`src/rtl/mod_quad_seq.sv`:
```
// Sequential power-of-4 modular scaler: oData = (iData * 4^iShift) mod iQ.
// One registered quadrupling step per clock, valid/ready handshake on both sides.
module mod_quad_seq #(
  parameter int BITWIDTH = 8,
  parameter int CNTWIDTH = 4
) (
  input  logic                iClk,
  input  logic                iRst,
  input  logic                iValid,
  output logic                oReady,
  input  logic [BITWIDTH-1:0] iData,
  input  logic [BITWIDTH-1:0] iQ,
  input  logic [CNTWIDTH-1:0] iShift,
  output logic                oValid,
  input  logic                iReady,
  output logic [BITWIDTH-1:0] oData,
  output logic                oBusy
);

  typedef enum logic [1:0] {
    IDLE = 2'd0,
    RUN  = 2'd1,
    DONE = 2'd2
  } state_t;

  state_t state_q, state_d;

  logic [BITWIDTH-1:0] acc_q, acc_d;
  logic [BITWIDTH-1:0] q_q, q_d;
  logic [CNTWIDTH-1:0] cnt_q, cnt_d;
  logic [BITWIDTH-1:0] data_q, data_d;
  logic                valid_q, valid_d;
  logic                ready_q, ready_d;
  logic                busy_q, busy_d;

  // 4a mod q as two conditional-subtract doublings; each stage stays below q when a < q.
  function automatic logic [BITWIDTH-1:0] quad_step(input logic [BITWIDTH-1:0] a,
                                                    input logic [BITWIDTH-1:0] q);
    logic [BITWIDTH:0] qx;
    logic [BITWIDTH:0] d1;
    logic [BITWIDTH:0] d2;
    qx = {1'b0, q};
    d1 = {a, 1'b0};
    d1 = (d1 >= qx) ? (d1 - qx) : d1;
    d2 = {d1[BITWIDTH-1:0], 1'b0};
    d2 = (d2 >= qx) ? (d2 - qx) : d2;
    return d2[BITWIDTH-1:0];
  endfunction

  // State register
  always_ff @(posedge iClk) begin
    if (iRst) begin
      state_q <= IDLE;
    end else begin
      state_q <= state_d;
    end
  end

  // Next-state logic
  always_comb begin
    state_d = state_q;
    case (state_q)
      IDLE: begin
        if (iValid) begin
          state_d = (iShift != '0) ? RUN : DONE;
        end else begin
          state_d = IDLE;
        end
      end
      RUN: begin
        if (cnt_q == CNTWIDTH'(1)) begin
          state_d = DONE;
        end else begin
          state_d = RUN;
        end
      end
      DONE: begin
        if (iReady) begin
          state_d = IDLE;
        end else begin
          state_d = DONE;
        end
      end
      default: state_d = IDLE;
    endcase
  end

  // Datapath next values; result register loads only when entering DONE
  always_comb begin
    acc_d  = acc_q;
    q_d    = q_q;
    cnt_d  = cnt_q;
    data_d = data_q;
    case (state_q)
      IDLE: begin
        if (iValid) begin
          acc_d = iData;
          q_d   = iQ;
          cnt_d = iShift;
        end else begin
          acc_d = acc_q;
        end
      end
      RUN: begin
        acc_d = quad_step(acc_q, q_q);
        cnt_d = cnt_q - CNTWIDTH'(1);
      end
      default: acc_d = acc_q;
    endcase
    if ((state_d == DONE) && (state_q != DONE)) begin
      data_d = acc_d;
    end else begin
      data_d = data_q;
    end
  end

  // Output decode from next state so handshake outputs come straight from flops
  always_comb begin
    valid_d = (state_d == DONE);
    ready_d = (state_d == IDLE);
    busy_d  = (state_d != IDLE);
  end

  // Datapath and output registers
  always_ff @(posedge iClk) begin
    if (iRst) begin
      acc_q   <= '0;
      q_q     <= '0;
      cnt_q   <= '0;
      data_q  <= '0;
      valid_q <= 1'b0;
      ready_q <= 1'b1;
      busy_q  <= 1'b0;
    end else begin
      acc_q   <= acc_d;
      q_q     <= q_d;
      cnt_q   <= cnt_d;
      data_q  <= data_d;
      valid_q <= valid_d;
      ready_q <= ready_d;
      busy_q  <= busy_d;
    end
  end

  assign oReady = ready_q;
  assign oValid = valid_q;
  assign oBusy  = busy_q;
  assign oData  = data_q;

endmodule

```
`config.mk`:
```
export PLATFORM = sky130hd
export DESIGN_NAME = mod_quad_seq
export DESIGN_NICKNAME = d
export VERILOG_FILES = /design/src/rtl/mod_quad_seq.sv
export SDC_FILE = /design/constraint.sdc
export NUM_CORES = 1
export LEC_CHECK = 0
export BUFFER_PORTS_ARGS = -buffer_cell sky130_fd_sc_hd__buf_2
export CORE_ASPECT_RATIO = 0.9
export CORE_MARGIN = 1
export CORE_UTILIZATION = 57
export DETAILED_ROUTE_END_ITERATION = 16
export PLACE_DENSITY = 0.8
export SYNTH_ARGS = -nofsm -noshare
export SYNTH_HDL_FRONTEND = slang
export SYNTH_SLANG_ARGS = --single-unit
```
`constraint.sdc`:
```
create_clock -name iClk -period 4.3 [get_ports iClk]
set_input_delay 0.43 -clock iClk [delete_from_list [all_inputs] [get_ports iClk]]
set_output_delay 0.43 -clock iClk [all_outputs]
set_load 0.05 [all_outputs]
```
==> results.cfg <==
[clock_network]
numCtsBuffers = 5
clock_latency_ns = 0.28
clkTransAtPathRegs_ns = 0.07
cts-root-buf = clkbuf_8
cts_max_level = 2
cts_hold_repair.buffers = 0
ctsLongestPathBuffers = 2
cts_tree = yes
clock-sinks = 33

[critical_path]
cp_max_fo = 7
worstPathCellList = inv_1 > ha_1 > ha_1 > inv_1 > nor2_1 > o41ai_4 > nand2_4 > mux2_2 > ha_1 > a2111o_1 > o2bb2ai_2 > o21ai_2 > a211oi_4 > buf_4 > mux2i_1 > a311oi_1
crit_slowest_cell = o41ai_4
r2r_end = oData[3]$_SDFFE_PP0P_
r2r-start = q_q[1]$_SDFFE_PP0P_
crit_path_end_kind = register
r2r_cells = 16
cp_common_cell = ha_1
crit_arrival_ns = 4.18
r2r_slack_ns = 0.26
cp_slowest_stage_delay_ns = 0.41
worst-setup-path-type = register to register
critPathRequiredTime_ns = 4.44
cp-start-kind = register

[sta]
tns_ns = 0
grt_setup_unrepaired = no
drv_slew = 0
fin_crit_sh_pct = 93.9
max_freq_mhz = 248
setup_viol = 0
hold_viol = 0
fin_crit_ns = 4.04
tightest_slew_ns = 0.868
max_slew_margin_pct = 42.1
fin_worst_skew_ns = 0.00767

[logic_synthesis]
synth.top_cell.area_share_pct = 28.2
synth-edff-count = 0
syn_inst = 295
async_flop_share_pct = 0
synth_area_leaders = dfxtp_1, ha_1, a21oi_1
synth_top_area_cell = dfxtp_1
yosysSeqAreaShare_pct = 28.2
synth_nets = 337
ys_warn_count = 0
yosysUniqueCellTypes = 60
postSynth.topFlopCell = dfxtp_1
synth_area_um2 = 2340
synth-seq-cells = 33
syn_area_per_cell_um2 = 7.94

[floorplan]
die_area_um2 = 4370
num_rows = 21
num_io_pins = 35
coreArea_um2 = 3840
die_w_um = 69.6
die_h_um = 62.8
initial_core_util_pct = 61.1

[routing]
avgViaCountPerCell = 6.14
drt_first_pass_iters = 4
vias = 2316
ant_nets = 0
drt_iter0_drc = 203
routedWlPerCell_um = 15.6
drcViolationCount = 0
finalWirelength_mm = 5.89

[job]
max-cap-violations = 0

[finish]
final_common_cell = a21oi_1
syn_to_final_growth_pct = 14.7
final_nets = 372
layout_common_cells = a21oi_1, buf_2, dfxtp_1
final_util_pct = 70.1
antenna_cells = 0
drive_gt1_share_pct = 19.6

[global_route]
grt_pass1_vias = 2255
antenna_found_initial = 0
grt_usage_pct = 28.9
grt-ovfl-total = 0
grt_start_max_net_pins = 34
grt_pass1_wl_mm = 10.2

[power_and_ir_drop]
p_leak_nw = 1.13
ir_drop_uv = 429
switchingPower_w = 0.00110
power.density_nw_per_um2 = 865
seq_power_share_pct = 16.9
switching_share_pct = 47.1
pwr-share-clk_pct = 10.9
combinationalPowerShare_pct = 72.2
p_int_w = 0.00123

[hold_path]
min_path_cells = 3
min_to = q_q[5]$_SDFFE_PP0P_
hp-start = iQ[5]
hp-class = primary input to register

[place]
hpwl_mm = 4.46
portBuffers = 34
gp_congestion = 0.976

[status]
outcome = complete, no violations
state kept, by name (all words and copies together) (netlist names):
signal / flops
cnt_q: 4
oBusy: 1
state_q: 2
q_q: 8
oData: 8
oReady: 1
oValid: 1
acc_q: 8
routing by layer:
layer	track usage (%)	wire [um]	share of wire (%)	vias up
met5	0	0	0	-
met4	10.5	165	2.8	0
met3	5.48	359	6.1	19
met2	46.4	2630	45	85
met1	38.4	2740	46	1056
li1	-	-	-	1156
stage by stage:
step | hold WS [ns] | cell area, um^2 | power (W) | cells | setup WS [ns]
after floorplan | 0.436 | 2340 | 0.00160 | 295 | 0.440
after global placement | 0.442 | 2540 | 0.00184 | 365 | 0.227
after detailed placement | 0.448 | 2540 | 0.00186 | 365 | 0.110
after CTS | 0.387 | 2640 | 0.00212 | 373 | 0.0949
after global routing | 0.385 | 2690 | 0.00251 | 377 | 0.0207
final | 0.391 | 2690 | 0.00233 | 377 | 0.262
worst max-delay path: cells and delay by family (launching register included):
family                   cells  cell delay, ns
AO/OA/AOI/OAI                6            1.47
adder cells (fa/ha/maj)      3            0.88
buffers and inverters        3            0.34
flip-flops                   1            0.37
multiplexers                 2            0.60
AND/OR/NAND/NOR              2            0.21
cells by family after synthesis:
group | synth area share [%]
buf+inv | 5.13
compound gates | 30.0
fa+ha+maj | 9.94
simple gates | 21.0
flops | 28.2
mux | 3.10
xor+xnor | 2.62
Yosys cell counts (6+ instances only):
master / count
and3_1: 6
nor3_1: 8
clkbuf_1: 10
a211oi_1: 9
inv_1: 18
ha_1: 17
a21oi_1: 35
o21ai_0: 12
nand3_1: 9
nor2_1: 25
dfxtp_1: 33
nand2_1: 28
how the worst max path moves through the flow:
stage	endpoint	depth (start not counted)	slack (ns)	from
3_5_place_dp	oData[3]$_SDFFE_PP0P_	15	0.11	q_q[1]$_SDFFE_PP0P_
2_1_floorplan	oData[1]$_SDFFE_PP0P_	15	0.44	q_q[1]$_SDFFE_PP0P_
6_report	oData[3]$_SDFFE_PP0P_	16	0.26	q_q[1]$_SDFFE_PP0P_
5_1_grt	oData[0]$_SDFFE_PP0P_	18	0.02	q_q[1]$_SDFFE_PP0P_
3_3_place_gp	oData[3]$_SDFFE_PP0P_	15	0.23	q_q[1]$_SDFFE_PP0P_
4_1_cts	oData[3]$_SDFFE_PP0P_	15	0.09	q_q[1]$_SDFFE_PP0P_
what timing repair did:
action                     CTS  global route
setup endpoints to repair    0            13
resized for setup            0             5
setup buffers                0             4
power groups by stage:
stage	clock network [W]	registers (W)	logic, W
after floorplan	0	0.000413	0.00118
after global placement	0	0.000396	0.00145
after detailed placement	0	0.000397	0.00146
after CTS	0.000257	0.000391	0.00147
after global routing	0.000271	0.000396	0.00185
final	0.000254	0.000392	0.00168
layout make-up:
class                      instances  area (um^2)
multi-input combinational        231         1580
fill                             317         1150
sequential                        33          661
timing repair buffer              40          215
clock buffer                       7         96.3
inverter                          19         71.3
tap                               46         57.6
clock inverter                     1         5.00
Power figures use the tool's default switching activity.
